`config.mk`:
```
export PLATFORM = sky130hd
export DESIGN_NAME = input_capture
export DESIGN_NICKNAME = d
export VERILOG_FILES = /design/src/rtl/input_capture.sv
export SDC_FILE = /design/constraint.sdc
export NUM_CORES = 1
export LEC_CHECK = 0
export ABC_AREA = 1
export BUFFER_PORTS_ARGS = -buffer_cell sky130_fd_sc_hd__buf_4
export CAP_MARGIN = 20
export CORE_AREA = 2 2 93 95
export CTS_CLUSTER_DIAMETER = 40
export DETAILED_ROUTE_END_ITERATION = 10
export DIE_AREA = 0 0 95 97
export GPL_ROUTABILITY_DRIVEN = 0
export SKIP_CTS_REPAIR_TIMING = 1
export SLEW_MARGIN = 30
export SYNTH_ARGS = -nofsm -noshare
export SYNTH_HDL_FRONTEND = slang
export SYNTH_SLANG_ARGS = --single-unit
```
`constraint.sdc`:
```
create_clock -name clk -period 1.65 [get_ports clk]
set_clock_uncertainty 0.2 [all_clocks]
set_input_delay 0.2475 -clock clk [delete_from_list [all_inputs] [get_ports clk]]
set_output_delay 0.2475 -clock clk [all_outputs]
set_load 0.05 [all_outputs]
```
`src/rtl/input_capture.sv`:
```
// Board input conditioning: synchronizes switches and the centre button, debounces the
// button, and offers the switch word captured on each press to the CPU via valid/ack.
module input_capture #(
  parameter int SW_WIDTH        = 16,
  parameter int DEBOUNCE_CYCLES = 1_000_000
) (
  input  logic                clk,
  input  logic                rst_n,
  input  logic [SW_WIDTH-1:0] SW,
  input  logic                BTNC,
  output logic [SW_WIDTH-1:0] sw_sync,
  output logic                btn_level,
  output logic                press_pulse,
  output logic [SW_WIDTH-1:0] data,
  output logic                data_valid,
  input  logic                data_ack,
  output logic                overrun
);

  localparam int CNT_W = $clog2(DEBOUNCE_CYCLES);
  localparam logic [CNT_W-1:0] CNT_ZERO = CNT_W'(0);
  localparam logic [CNT_W-1:0] CNT_ONE  = CNT_W'(1);
  localparam logic [CNT_W-1:0] CNT_LAST = CNT_W'(DEBOUNCE_CYCLES - 1);

  typedef enum logic [1:0] {
    RELEASED     = 2'b00,
    PRESS_WAIT   = 2'b01,
    PRESSED      = 2'b10,
    RELEASE_WAIT = 2'b11
  } state_t;

  logic [SW_WIDTH-1:0] sw_meta_r;
  logic                btn_meta_r;
  logic                btn_s_r;
  state_t              state_r;
  state_t              state_s;
  logic [CNT_W-1:0]    cnt_r;
  logic [CNT_W-1:0]    cnt_s;
  logic                level_s;
  logic                pulse_s;
  logic [SW_WIDTH-1:0] data_s;
  logic                valid_s;
  logic                overrun_s;

  // Two-flop synchronizers for the switch bus and the button.
  always_ff @(posedge clk or negedge rst_n) begin
    if (!rst_n) begin
      sw_meta_r  <= {SW_WIDTH{1'b0}};
      sw_sync    <= {SW_WIDTH{1'b0}};
      btn_meta_r <= 1'b0;
      btn_s_r    <= 1'b0;
    end else begin
      sw_meta_r  <= SW;
      sw_sync    <= sw_meta_r;
      btn_meta_r <= BTNC;
      btn_s_r    <= btn_meta_r;
    end
  end

  // Debounce next-state: the level flips only after DEBOUNCE_CYCLES consecutive opposing samples.
  always_comb begin
    state_s = state_r;
    cnt_s   = cnt_r;
    level_s = btn_level;
    pulse_s = 1'b0;
    case (state_r)
      RELEASED: begin
        if (btn_s_r) begin
          state_s = PRESS_WAIT;
          cnt_s   = CNT_ONE;
        end else begin
          cnt_s   = CNT_ZERO;
        end
      end
      PRESS_WAIT: begin
        if (!btn_s_r) begin
          state_s = RELEASED;
          cnt_s   = CNT_ZERO;
        end else if (cnt_r == CNT_LAST) begin
          state_s = PRESSED;
          cnt_s   = CNT_ZERO;
          level_s = 1'b1;
          pulse_s = 1'b1;
        end else begin
          cnt_s   = cnt_r + CNT_ONE;
        end
      end
      PRESSED: begin
        if (!btn_s_r) begin
          state_s = RELEASE_WAIT;
          cnt_s   = CNT_ONE;
        end else begin
          state_s = PRESSED;
        end
      end
      RELEASE_WAIT: begin
        if (btn_s_r) begin
          state_s = PRESSED;
          cnt_s   = CNT_ZERO;
        end else if (cnt_r == CNT_LAST) begin
          state_s = RELEASED;
          cnt_s   = CNT_ZERO;
          level_s = 1'b0;
        end else begin
          cnt_s   = cnt_r + CNT_ONE;
        end
      end
      default: begin
        state_s = RELEASED;
        cnt_s   = CNT_ZERO;
        level_s = 1'b0;
      end
    endcase
  end

  // Capture/handshake next-state; the press is acted on at the same edge that raises press_pulse.
  always_comb begin
    data_s    = data;
    valid_s   = data_valid;
    overrun_s = overrun;
    if (data_valid && data_ack) begin
      overrun_s = 1'b0;
    end else begin
      overrun_s = overrun;
    end
    if (pulse_s) begin
      if (!data_valid || data_ack) begin
        data_s  = sw_sync;
        valid_s = 1'b1;
      end else begin
        overrun_s = 1'b1;
      end
    end else if (data_valid && data_ack) begin
      valid_s = 1'b0;
    end else begin
      valid_s = data_valid;
    end
  end

  // Debounce and capture state registers.
  always_ff @(posedge clk or negedge rst_n) begin
    if (!rst_n) begin
      state_r     <= RELEASED;
      cnt_r       <= CNT_ZERO;
      btn_level   <= 1'b0;
      press_pulse <= 1'b0;
      data        <= {SW_WIDTH{1'b0}};
      data_valid  <= 1'b0;
      overrun     <= 1'b0;
    end else begin
      state_r     <= state_s;
      cnt_r       <= cnt_s;
      btn_level   <= level_s;
      press_pulse <= pulse_s;
      data        <= data_s;
      data_valid  <= valid_s;
      overrun     <= overrun_s;
    end
  end

endmodule

```
# Word-level counts from Yosys, hierarchy flattened
# Index checks and enable logic that the tools add are counted.
# totals
ff_bits,76
inputBits,20
wordCells,62
# op_classes
add_sub_neg,1
eq_ne,13
muxes,27
reduce_logical,10
# op_table
op,count
$mux 20,4
$pmux 20 s4,1
$add 20x1->20 const B,1
$eq 20x20->1 const B,1
$mux 1,15
$ne 2x2->1 const B,6
$mux 2,5
$pmux 2 s4,1
$ne 3x3->1 const B,2
$reduce_and 5->1,1
$eq 2x2->1 const B,2
$reduce_and 2->1,2
$reduce_bool 2->1,2
$reduce_and 3->1,1
$eq 2x1->1 const B,1
$logic_not 2->1,1
$ne 2x1->1 const B,1
$pmux 1 s2,1
$logic_and 1x1->1,1
$logic_not 1->1,1
$logic_or 1x1->1,1

# Depth between registers and ports, before layout
# logic_depth
depth_word,6
ltp_mapped,9
ltp_nobuf,9

# Worst setup path before layout
# OpenSTA, ideal clock, no wires.
# synth_timing
path_type,reg2reg
startpoint,register data_valid
endpoint,register data[5]
setup_time_ns,0.063
t_arrival_ns,1.468
path_slack_ns,-0.080
stages_incl_launch_ff,8
n_path_buf,1
path_cell_list,dfrtp_1 nand2_1 nand2_1 nand4_4 buf_6 nand2_1 nand2_1 inv_1
# synth_via
elab_chain_cells,3
# synth_rtl
element,line,source
"start, declared",15,"output logic data_valid,"
"start signal, assigned",156,data_valid <= valid_s;
$logic_not 1->1,127,if (!data_valid || data_ack) begin
$logic_or 1x1->1,127,
$reduce_and 2->1 (no line),-,
"end signal, assigned",147,data <= {SW_WIDTH{1'b0}};
"end signal, assigned",155,data <= data_s;
"end, declared",14,"output logic [SW_WIDTH-1:0] data,"
# Every way passes these cells.
# A chain may end at the register's enable or synchronous reset.

# Final worst setup path
# layout_timing
startpoint,register cnt_r[1]
endpoint,register cnt_r[9]
# layout_via
elab_chain_cells,4
# layout_rtl
element,line,source
"start, declared",37,logic [CNT_W-1:0] cnt_r;
"start signal, assigned",152,cnt_r <= cnt_s;
$add 20x1->20 / $eq 20x20->1 (equally long branches),-,
$mux 20 (*),"79, 100",
$mux 20 (on tied branches),"97, 76",
$pmux 20 s4 (*),66,case (state_r)
# Mark *: on every way between the ends. The rest lies on a longest branch, timed or not.

==> impl_metrics.toml <==
[floorplanning]
core_um2 = 8130
row_count = 33
die_h_um = 97
initial_core_util_pct = 41.8
io_pins = 56
die_w_um = 95
dieArea_um2 = 9220

[timing]
fin_crit_sh_pct = 104
post-route-min-period_ns = 1.71
rsz0062_at_grt = "true"
setup_viol = 27
fmax_mhz = 584
slew_violations = 0
fin_ws_ns = -0.0623
hold_violations = 0
finalSetupTns_ns = -0.802
worst_hold_slack_ns = 0.145
relSlewSlack_pct = 73.3
tightest_slew_ns = 0.400

[synthesis]
synthFlopType = "dfrtp_1"
synthCells = 385
synth_cell_type_count = 29
syn-num-nets = 406
ys_ff_latch = 76
async_flop_share_pct = 100
ys_seq_area_share_pct = 55.9
synth_edf_count = 0
synth_warnings = 0
syn_area_um2 = 3400
syn_area_per_cell_um2 = 8.83

[pwr]
internal_power_w = 0.00278
p_clk_share_pct = 40.1
worst_ir_drop_vdd_mv = 0.544
p_sw_w = 0.00102
power_density_nw_per_um2 = 780
swShare_pct = 26.8
pwr-share-comb_pct = 8.8
total_power_w = 0.00379
p_leak_nw = 2.44
pwr-share-seq_pct = 51.1

[setup_path]
cp_slowest_stage_delay_ns = 0.42
arrival_ns = 1.76
reg2reg_to = "cnt_r[9]$_DFFE_PN0P_"
critPathBufInv = 5
cp_max_fo = 3
r2r_slack_ns = -0.06
crit_family = "simple AND/OR/NAND/NOR gates"
r2r_start = "cnt_r[1]$_DFFE_PN0P_"
critPathRequiredTime_ns = 1.70
rr_worst_depth = 12
end_kind = "register"
crit_path_top_delay_cell = "dfrtp_1"
crit_chain = "buf_6, buf_4, nand2_2, nor2_4, buf_6, nand3_1, nand2_1, inv_1, nand3_2, nand3_2, nand2_2, inv_1"
crit_path_start_kind = "register"
critPathKind = "reg2reg"

[route]
wl_um = 8060
remaining_drc_errors = 0
drt_iter0_markers = 183
via_per_inst = 4.66
firstDrtPassIters = 4
ant_nets = 0
vias = 2901
wl_per_cell_um = 13.0

[hold_path]
hold_path_depth = 0
hold_class = "reg2reg"
holdCritStartpoint = "sw_meta_r[2]$_DFF_PN0_"
hold_end = "sw_sync[2]$_DFF_PN0_"

[global_route]
antenna_found_initial = 0
grt_start_max_net_pins = 77
overflow = 0
grt_pass1_wl_um = 13000
grt_pass1_vias = 2720
track_usage_pct = 18.2

[clocking]
insertion_delay_ns = 0.35
root_buffer = "clkbuf_8"
path_clk_slew_ns = 0.09
cts_buffer_depth = 2
cts_sinks = 76
htreeDepth = 3
numCtsBuffers = 9
tritoncts = "done"

[cells_and_area]
final_common_cell = "buf_4"
antenna_cells = 0
syn2layout_area_growth_pct = 43.0
final_cell_mix = "buf_4, nand2_1, inv_1"
layout-drive-gt1-share_pct = 33.3
finalNetCount = 533
finish.utilization_pct = 59.8

[run_status]
violations = "setup timing"
outcome = "finished with violations"

[placed_design]
place_ws_ns = -0.134
numPortBuffers = 55
dp_hpwl_um = 5630

[run]
drv_cap = 0
[sequential cells by signal (all words and copies together) (netlist names), named ones only]
signal       flops
overrun          1
press_pulse      1
data            16
sw_sync         16
btn_meta_r       1
sw_meta_r       16
data_valid       1
cnt_r           20
btn_level        1
btn_s_r          1
state_r          1
[area by class of cell]
| cell class | count | area (um^2) |
|---|---|---|
| fill | 703 | 3270 |
| sequential | 76 | 1910 |
| multi-input combinational | 224 | 1310 |
| timing repair buffer | 122 | 996 |
| inverter | 79 | 302 |
| tap | 105 | 131 |
| clock buffer | 9 | 124 |
| clock inverter | 7 | 93.8 |
[Yosys cell counts (2+ instances only)]
library cell / number / area (um^2)
a21oi_1: 4 / 20.0
nor3_2: 2 / 20.0
xor2_1: 4 / 35.0
buf_6: 3 / 33.8
nor2_2: 4 / 25.0
buf_2: 3 / 15.0
nor3_1: 4 / 20.0
nor2_4: 5 / 56.3
nor3_4: 2 / 32.5
inv_1: 74 / 278
nand2_2: 3 / 18.8
inv_2: 5 / 18.8
o21ai_1: 3 / 15.0
nor2_1: 33 / 124
dfrtp_1: 76 / 1900
nand3_1: 29 / 145
nand2_1: 90 / 338
nand4_1: 25 / 156
xnor2_1: 2 / 17.5
o21ai_0: 5 / 25.0
[power groups by stage]
| stage | combinational [W] | sequential [W] | clock [W] |
|---|---|---|---|
| global route | 0.000362 | 0.00195 | 0.00166 |
| detailed placement | 0.000285 | 0.00197 | 0 |
| finish | 0.000333 | 0.00194 | 0.00152 |
| global placement | 0.000283 | 0.00197 | 0 |
| floorplan | 0.0000605 | 0.00205 | 0 |
| CTS | 0.000285 | 0.00194 | 0.00156 |
[worst max-delay path by stage]
stage                     startpoint                     to  cells past startpoint
6_report        cnt_r[1]$_DFFE_PN0P_   cnt_r[9]$_DFFE_PN0P_                     12
5_1_grt         cnt_r[1]$_DFFE_PN0P_  cnt_r[11]$_DFFE_PN0P_                     10
4_1_cts        cnt_r[13]$_DFFE_PN0P_  cnt_r[11]$_DFFE_PN0P_                      8
3_5_place_dp   cnt_r[13]$_DFFE_PN0P_  cnt_r[11]$_DFFE_PN0P_                      8
3_3_place_gp   cnt_r[13]$_DFFE_PN0P_  cnt_r[13]$_DFFE_PN0P_                      8
2_1_floorplan   cnt_r[0]$_DFFE_PN0P_   data[10]$_DFFE_PN0P_                      9
[metrics by stage]
step / std cells / area, um^2
floorplan: 385 / 3420
global placement: 579 / 4230
detailed placement: 579 / 4230
CTS: 595 / 4450
global route: 622 / 4860
finish: 622 / 4860
[per-layer routing]
metal  global-route usage (%)  vias up  part of all wire [%]
met5                        0        -                     0
met4                     7.47        0                   1.3
met3                     3.35       10                   4.2
met2                     26.8       77                    47
met1                     26.4     1356                    47
li1                         -     1458                     -
[cell families after synthesis]
kind of cell / after synthesis / synth area share [%]
AOI/OAI and AO/OA: 15 / 2.43
adders and majority gates: 1 / 0.368
xor gates and xnor gates: 6 / 1.55
DFF: 76 / 55.9
and+or+nand+nor: 201 / 29.2
buffers and inverters: 86 / 10.6
No activity file was read; power rests on OpenSTA's default activity.
